## src/rtl/sram_port_arbiter_if.sv

```systemverilog
// Request/response bundle between N_CH requesters, the SRAM port arbiter and one SRAM port.
// The arbiter takes the slave modport. The environment driving requesters and memory takes the master modport.
interface sram_port_arbiter_if #(
  parameter int N_CH = 2,
  parameter int AW   = 32,
  parameter int DW   = 64
);
  logic [N_CH-1:0]        req_valid;
  logic [N_CH-1:0]        req_ready;
  logic [N_CH*AW-1:0]     req_addr;
  logic [N_CH-1:0]        req_wen;
  logic [N_CH*DW-1:0]     req_wdata;
  logic [N_CH*DW/8-1:0]   req_wstrb;
  logic [N_CH-1:0]        rsp_valid;
  logic [DW-1:0]          rsp_rdata;
  logic                   mem_req_valid;
  logic                   mem_req_ready;
  logic [AW-1:0]          mem_addr;
  logic                   mem_wen;
  logic [DW-1:0]          mem_wdata;
  logic [DW/8-1:0]        mem_wstrb;
  logic                   mem_rsp_valid;
  logic [DW-1:0]          mem_rsp_rdata;

  modport slave (
    input  req_valid, req_addr, req_wen, req_wdata, req_wstrb,
    input  mem_req_ready, mem_rsp_valid, mem_rsp_rdata,
    output req_ready, rsp_valid, rsp_rdata,
    output mem_req_valid, mem_addr, mem_wen, mem_wdata, mem_wstrb
  );

  modport master (
    output req_valid, req_addr, req_wen, req_wdata, req_wstrb,
    output mem_req_ready, mem_rsp_valid, mem_rsp_rdata,
    input  req_ready, rsp_valid, rsp_rdata,
    input  mem_req_valid, mem_addr, mem_wen, mem_wdata, mem_wstrb
  );
endinterface

```

## src/rtl/sram_port_arbiter.sv

```systemverilog
// Round-robin arbiter of N_CH requesters onto one SRAM port, with an in-order ID FIFO that routes responses.
// Defining SRAM_ARB_PERF_EN adds the per-channel handshake counters and the stall-cycle counter.
module sram_port_arbiter #(
  parameter int N_CH  = 2,
  parameter int AW    = 32,
  parameter int DW    = 64,
  parameter int OUTST = 4
) (
  input  logic                clk,
  input  logic                nRst,
  sram_port_arbiter_if.slave  bus
`ifdef SRAM_ARB_PERF_EN
  ,
  output logic [N_CH*32-1:0]  perf_grant_cnt,
  output logic [31:0]         perf_stall_cnt
`endif
);
  localparam int CW   = $clog2(N_CH);
  localparam int PW   = $clog2(OUTST);
  localparam int CNTW = PW + 1;
  localparam int SW   = DW / 8;

  logic [CW-1:0]   r_lastGrant;
  logic            r_hold;
  logic [CW-1:0]   r_holdCh;
  logic [CW-1:0]   r_idFifo [OUTST];
  logic [PW-1:0]   r_wPtr;
  logic [PW-1:0]   r_rPtr;
  logic [CNTW-1:0] r_count;

  logic [CW-1:0]   w_rrGrant;
  logic [CW-1:0]   w_grant;
  logic [CW-1:0]   w_head;
  logic            w_credit;
  logic            w_memValid;
  logic            w_push;
  logic            w_pop;
  logic [N_CH-1:0] w_reqReady;
  logic [N_CH-1:0] w_rspValid;

  // Search starts one past the last granted channel and wraps around.
  always_comb begin : rrSearch
    int   idx;
    logic found;
    idx       = 0;
    found     = 1'b0;
    w_rrGrant = r_lastGrant;
    for (int k = 1; k <= N_CH; k++) begin
      idx = int'(r_lastGrant) + k;
      if (idx >= N_CH) idx = idx - N_CH;
      if (!found && bus.req_valid[CW'(idx)]) begin
        found     = 1'b1;
        w_rrGrant = CW'(idx);
      end
    end
  end

  // Credit is taken from the registered count, so a pop at full credit enables issue only in the next cycle.
  assign w_grant    = (r_hold && bus.req_valid[r_holdCh]) ? r_holdCh : w_rrGrant;
  assign w_credit   = nRst && (r_count < CNTW'(OUTST));
  assign w_memValid = w_credit && (|bus.req_valid);
  assign w_push     = w_memValid && bus.mem_req_ready;
  assign w_pop      = bus.mem_rsp_valid && (r_count != '0);
  assign w_head     = r_idFifo[r_rPtr];

  always_comb begin
    w_reqReady = '0;
    w_rspValid = '0;
    for (int i = 0; i < N_CH; i++) begin
      w_reqReady[i] = w_push && (w_grant == CW'(i));
      w_rspValid[i] = w_pop && (w_head == CW'(i));
    end
  end

  assign bus.req_ready     = w_reqReady;
  assign bus.rsp_valid     = w_rspValid;
  assign bus.rsp_rdata     = bus.mem_rsp_rdata;
  assign bus.mem_req_valid = w_memValid;
  assign bus.mem_addr      = bus.req_addr[int'(w_grant)*AW +: AW];
  assign bus.mem_wen       = bus.req_wen[w_grant];
  assign bus.mem_wdata     = bus.req_wdata[int'(w_grant)*DW +: DW];
  assign bus.mem_wstrb     = bus.req_wstrb[int'(w_grant)*SW +: SW];

  always_ff @(posedge clk or negedge nRst) begin
    if (!nRst) begin
      r_lastGrant <= CW'(N_CH - 1);
      r_hold      <= 1'b0;
      r_holdCh    <= '0;
      r_wPtr      <= '0;
      r_rPtr      <= '0;
      r_count     <= '0;
    end else begin
      r_hold   <= w_memValid && !bus.mem_req_ready;
      r_holdCh <= w_grant;
      if (w_push) begin
        r_lastGrant <= w_grant;
        r_wPtr      <= r_wPtr + 1'b1;
      end
      if (w_pop) r_rPtr <= r_rPtr + 1'b1;
      if (w_push && !w_pop)      r_count <= r_count + 1'b1;
      else if (!w_push && w_pop) r_count <= r_count - 1'b1;
    end
  end

  always_ff @(posedge clk) begin
    if (w_push) r_idFifo[r_wPtr] <= w_grant;
  end

`ifdef SRAM_ARB_PERF_EN
  logic [31:0] r_grantCnt [N_CH];
  logic [31:0] r_stallCnt;

  always_ff @(posedge clk or negedge nRst) begin
    if (!nRst) begin
      for (int i = 0; i < N_CH; i++) r_grantCnt[i] <= '0;
      r_stallCnt <= '0;
    end else begin
      for (int i = 0; i < N_CH; i++) begin
        if (w_reqReady[i] && (r_grantCnt[i] != '1)) r_grantCnt[i] <= r_grantCnt[i] + 32'd1;
      end
      if (w_memValid && !bus.mem_req_ready && (r_stallCnt != '1)) r_stallCnt <= r_stallCnt + 32'd1;
    end
  end

  for (genvar i = 0; i < N_CH; i++) begin : gPerf
    assign perf_grant_cnt[i*32 +: 32] = r_grantCnt[i];
  end
  assign perf_stall_cnt = r_stallCnt;
`endif
endmodule
```

## src/flat_wrapper.sv

```systemverilog
// flat-port wrapper written by rule: the top's interface ports become plain ports
module sram_port_arbiter_flat 
#(
  parameter int N_CH  = 2,
  parameter int AW    = 32,
  parameter int DW    = 64,
  parameter int OUTST = 4
)
  (clk, nRst, bus_req_valid, bus_req_addr, bus_req_wen, bus_req_wdata, bus_req_wstrb, bus_mem_req_ready, bus_mem_rsp_valid, bus_mem_rsp_rdata, bus_req_ready, bus_rsp_valid, bus_rsp_rdata, bus_mem_req_valid, bus_mem_addr, bus_mem_wen, bus_mem_wdata, bus_mem_wstrb);
  sram_port_arbiter_if #(.N_CH(N_CH), .AW(AW), .DW(DW)) bus_i ();
  input  logic clk;
  input  logic nRst;
  input wire logic [$bits(bus_i.req_valid)-1:0] bus_req_valid;
  input wire logic [$bits(bus_i.req_addr)-1:0] bus_req_addr;
  input wire logic [$bits(bus_i.req_wen)-1:0] bus_req_wen;
  input wire logic [$bits(bus_i.req_wdata)-1:0] bus_req_wdata;
  input wire logic [$bits(bus_i.req_wstrb)-1:0] bus_req_wstrb;
  input wire logic [$bits(bus_i.mem_req_ready)-1:0] bus_mem_req_ready;
  input wire logic [$bits(bus_i.mem_rsp_valid)-1:0] bus_mem_rsp_valid;
  input wire logic [$bits(bus_i.mem_rsp_rdata)-1:0] bus_mem_rsp_rdata;
  output wire logic [$bits(bus_i.req_ready)-1:0] bus_req_ready;
  output wire logic [$bits(bus_i.rsp_valid)-1:0] bus_rsp_valid;
  output wire logic [$bits(bus_i.rsp_rdata)-1:0] bus_rsp_rdata;
  output wire logic [$bits(bus_i.mem_req_valid)-1:0] bus_mem_req_valid;
  output wire logic [$bits(bus_i.mem_addr)-1:0] bus_mem_addr;
  output wire logic [$bits(bus_i.mem_wen)-1:0] bus_mem_wen;
  output wire logic [$bits(bus_i.mem_wdata)-1:0] bus_mem_wdata;
  output wire logic [$bits(bus_i.mem_wstrb)-1:0] bus_mem_wstrb;
  assign bus_i.req_valid = bus_req_valid;
  assign bus_i.req_addr = bus_req_addr;
  assign bus_i.req_wen = bus_req_wen;
  assign bus_i.req_wdata = bus_req_wdata;
  assign bus_i.req_wstrb = bus_req_wstrb;
  assign bus_i.mem_req_ready = bus_mem_req_ready;
  assign bus_i.mem_rsp_valid = bus_mem_rsp_valid;
  assign bus_i.mem_rsp_rdata = bus_mem_rsp_rdata;
  assign bus_req_ready = bus_i.req_ready;
  assign bus_rsp_valid = bus_i.rsp_valid;
  assign bus_rsp_rdata = bus_i.rsp_rdata;
  assign bus_mem_req_valid = bus_i.mem_req_valid;
  assign bus_mem_addr = bus_i.mem_addr;
  assign bus_mem_wen = bus_i.mem_wen;
  assign bus_mem_wdata = bus_i.mem_wdata;
  assign bus_mem_wstrb = bus_i.mem_wstrb;
  sram_port_arbiter #(.N_CH(N_CH), .AW(AW), .DW(DW), .OUTST(OUTST)) u_core (.clk(clk), .nRst(nRst), .bus(bus_i));
endmodule
```

## config.mk

```make
export PLATFORM = sky130hd
export DESIGN_NAME = sram_port_arbiter_flat
export DESIGN_NICKNAME = d
export VERILOG_FILES = /design/src/rtl/sram_port_arbiter_if.sv /design/src/rtl/sram_port_arbiter.sv /design/src/flat_wrapper.sv
export SDC_FILE = /design/constraint.sdc
export NUM_CORES = 1
export LEC_CHECK = 0
export ABC_AREA = 1
export BUFFER_PORTS_ARGS = -buffer_cell sky130_fd_sc_hd__buf_2
export CAP_MARGIN = 20
export CELL_PAD_IN_SITES_DETAIL_PLACEMENT = 2
export CELL_PAD_IN_SITES_GLOBAL_PLACEMENT = 2
export CORE_AREA = 2 2 179 181
export CTS_CLUSTER_SIZE = 8
export DETAILED_ROUTE_END_ITERATION = 7
export DIE_AREA = 0 0 181 183
export GPL_TIMING_DRIVEN = 0
export PLACE_DENSITY = 0.81
export SYNTH_ARGS = -nofsm -noshare
export SYNTH_HDL_FRONTEND = slang
export SYNTH_SLANG_ARGS = --single-unit
```

## constraint.sdc

```tcl
create_clock -name clk -period 1.7 [get_ports clk]
set_input_delay 0 -clock clk [delete_from_list [all_inputs] [get_ports clk]]
set_output_delay 0 -clock clk [all_outputs]
set_load 0.02 [all_outputs]
```

==> flow_summary_export.csv <==
group,metric,value,unit
global_route,grt_util_met2,24.0,%
run_status,violations,"setup timing",
sta,max_slew_margin,59.6,%
worst_hold_path,min_path_type,"in2reg",
worst_setup_path,endpoint_kind,"output port",
worst_hold_path,hold_path_end,"u_core.r_rPtr[0]",
worst_hold_path,whs_path_depth,4,
global_route,grt_util_all_layers,11.5,%
global_route,top_usage_layer,"met2",
clocking,clk_latency,250,ps
clocking,numCtsBuffers,3,
global_route,grt_pass1_wl,30200,µm
floorplan,die_area,0.0331,mm²
sta,final_max_slew_viol_count,0,
sta,finalSetupViolCount,83,
floorplan,row_count,65,
routing,viasPerCell,3.85,
floorplan,ios,454,
sta,max_freq,0.549,GHz
power,sequentialPowerShare,6.7,%
power,p_leak,3.93,nW
global_route,gr-usage-met3,2.90,%
global_route,grt_overflow,0,
global_route,grt_max_degree,15,
worst_setup_path,r2r_setup_slack,0,ps
synthesis,synth-compound-area-share,0.549,%
global_route,antenna_found_initial,2,
power,total_power,9.13,mW
global_route,grt_pass1_vias,5560,
sta,worst_pin_slew,606,ps
finish,nets,1214,
synthesis,syn_area,0.00274,mm²
floorplan,dieHeight,183,µm
synthesis,synth-seq-cells,14,
worst_setup_path,r2r-end,"u_core.r_count[2]",
routing,dr.first_iter.drc_count,97,
worst_hold_path,min_from,"bus_mem_rsp_valid",
finish,area_delta_synth_final,150,%
synthesis,yosysSeqAreaShare,13.6,%
synthesis,synth_xor_area_share,1.28,%
worst_setup_path,cp.arrival,1820,ps
power,peakVddDrop,0.508,mV
job,drv_cap,0,
worst_setup_path,worst_path_max_delay_cell,"dfstp_2",
sta,period_share,107,%
finish,final_common_cell,"buf_2",
floorplan,core_area,0.0312,mm²
synthesis,yosys_warnings,0,
clocking,cts_root_buffer,"clkbuf_16",
synthesis,netlist_top_cells_area,"nand2_1 (33%), buf_4 (20%), nand3_1 (20%)",
sta,rsz0062_at_grt,"true",
worst_setup_path,r2r.worst_path.cells,9,
place,hpwl,17200,µm
routing,wl,22500,µm
run_status,status,"finished with violations",
power,switching_share,51.6,%
routing,drc,0,
floorplan,initial_core_util,8.76,%
power,power.density,1340,mW/mm²
sta,fin_skew,4.60,ps
clocking,clkTransAtPathRegs,50,ps
power,netSwitchingPower,4.71,mW
finish,final_area,0.00684,mm²
sta,timing.final.hold_violations,0,
worst_setup_path,path_max_fanout,10,
place,portBuffers,389,
finish,final_cell_mix,"buf_2 (306), nand2_1 (173), buf_4 (93)",
worst_setup_path,crit_path_start_kind,"register",
synthesis,yosysTopAreaCellShare,32.9,%
routing,dr.pass1.iters,4,
worst_setup_path,critical_path.top_delay_family,"flip-flops",
power,combPwrFrac,88.3,%
worst_setup_path,path_cells,"nor2_2 > nand2_2 > nand3_4 > buf_12 > buf_12 > buf_12 > nand2_1 > nand2_1 > buf_6",
synthesis,syn_avg_cell_area,5.43,µm²
power,clkPwrFrac,5.0,%
place,gp_congestion,0.746,
clocking,cts_tree,"built",
sta,setup_ws,-122,ps
place,placed_area,0.00520,mm²
finish,n_fill_cell,3749,
power,power.internal,4.42,mW
synthesis,syn_inst,504,
synthesis,yosys.area_share.simple,54.8,%
synthesis,synthMuxAreaShare,0,%
worst_setup_path,crit_required,1700,ps
clocking,htree_num_levels,1,
clocking,clkSinkCount,14,
worst_setup_path,slowest_delay,590,ps
clocking,clock_path_buffers,2,
sta,min_period,1820,ps
finish,fin_util,21.9,%
synthesis,ys_types,19,
floorplan,die_x,181,µm
synthesis,yosysTopAreaCell,"nand2_1",
worst_setup_path,crit_path_frequent_cell,"buf_12",
synthesis,synth_nets,790,
worst_setup_path,r2r_start,"u_core.r_count[2]",
worst_setup_path,cp_num_buf_inv,4,
synthesis,synth_top_family_by_area,"simple AND/OR/NAND/NOR gates",
finish,drive_gt1_share,66.8,%
routing,dr_total_vias,5114,
routing,wl_per_cell,16.9,µm
synthesis,synthAdderAreaFrac,3.02,%
global_route,met1_usage,11.4,%
routing,drtAntennaViolNets,0,
worst_setup_path,crit_type,"reg2out",
-- worst register-to-register path, stage by stage (launching register included) --
cell and delay [ps]:
dfrtp_1 420, nor2_4 140, nand3_4 100, inv_4 80, ha_4 130, inv_2 50
fa_2 350, nand2_2 80, nand3_2 80, xor2_1 160
-- stage by stage --
stage | std cells | hold slack [ps] | TNS (ps) | setup WS (ps)
floorplan | 504 | -296 | 0 | 22.6
global placement | 1295 | -121 | -12520 | -288
detailed placement | 1295 | -105 | -15650 | -298
CTS | 1316 | 169 | -4950 | -104
global route | 1329 | 220 | -12390 | -201
finish | 1330 | 204 | -3910 | -122
-- state kept, by name, indices dropped and copies added, names as in the netlist --
signal / count
u_core.r_lastGrant: 1
u_core.r_holdCh: 1
u_core.r_wPtr: 2
u_core.r_idFifo: 4
u_core.r_rPtr: 2
u_core.r_count: 3
u_core.r_hold: 1
-- layout make-up --
| class | instances | area, µm² | area share (%) |
|---|---|---|---|
| buffer | 95 | 848 | 12.4 |
| multi-input combinational | 374 | 2060 | 30.2 |
| sequential | 14 | 372 | 5.44 |
| antenna | 1 | 2.50 | 0.0366 |
| inverter | 19 | 73.8 | 1.08 |
| tap | 402 | 503 | 7.36 |
| clock buffer | 4 | 78.8 | 1.15 |
| timing repair buffer | 421 | 2890 | 42.3 |
-- cell usage after synthesis --
cell and count:
a21oi_1 2, buf_2 17, buf_4 73, clkbuf_1 7, dfrtp_1 9, dfstp_2 1, edfxtp_1 4, fa_1 1
ha_1 5, inv_1 18, inv_2 1, nand2_1 240, nand2_2 1, nand3_1 109, nand3_2 1, nor2_1 10
o21ai_0 1, xnor2_1 2, xor2_1 2
-- worst max-delay path by stage --
stage                       start  cells after the start                end
2_1_floorplan   u_core.r_count[2]                      9  u_core.r_count[2]
3_3_place_gp   u_core.r_lastGrant                      7   bus_mem_wdata[8]
3_5_place_dp   u_core.r_lastGrant                      7   bus_mem_wdata[8]
4_1_cts        u_core.r_lastGrant                      9    bus_mem_addr[4]
5_1_grt        u_core.r_lastGrant                      9    bus_mem_addr[4]
6_report       u_core.r_lastGrant                      9    bus_mem_addr[4]
-- metal layers --
metal | vias to the layer above | share of wire (%)
met4 | 0 | 0.98
met2 | 292 | 56
met1 | 2426 | 34
met5 | - | 0
met3 | 21 | 8.3
li1 | 2375 | -
-- power by group through the flow --
stage	clock, mW	sequential, mW	combinational [mW]
4_1_cts	0.461	0.599	7.11
3_5_place_dp	0	0.615	5.53
5_1_grt	0.482	0.633	8.65
2_1_floorplan	0	0.579	3.37
3_3_place_gp	0	0.598	5.36
6_report	0.456	0.612	8.06
-- cell families (layout without fill, tap and decap cells) --
group,Yosys count,after routing
buffers and inverters,116,539
xor gates and xnor gates,4,4
adders and majority gates,6,6
DFF,14,14
and+or+nand+nor,361,361
AOI/OAI and AO/OA,3,3
other,0,1
-- timing repair --
action | 4_1_cts | 5_1_grt
cloned | 1 | 9
resized for setup | 226 | 113
setup buffers | 16 | 4
hold buffers | 2 | 0
endpoints found under the setup margin | 114 | 109
hold endpoints to repair | 11 | 0
pin swaps | 8 | 42
No activity file was read; power rests on OpenSTA's default activity.
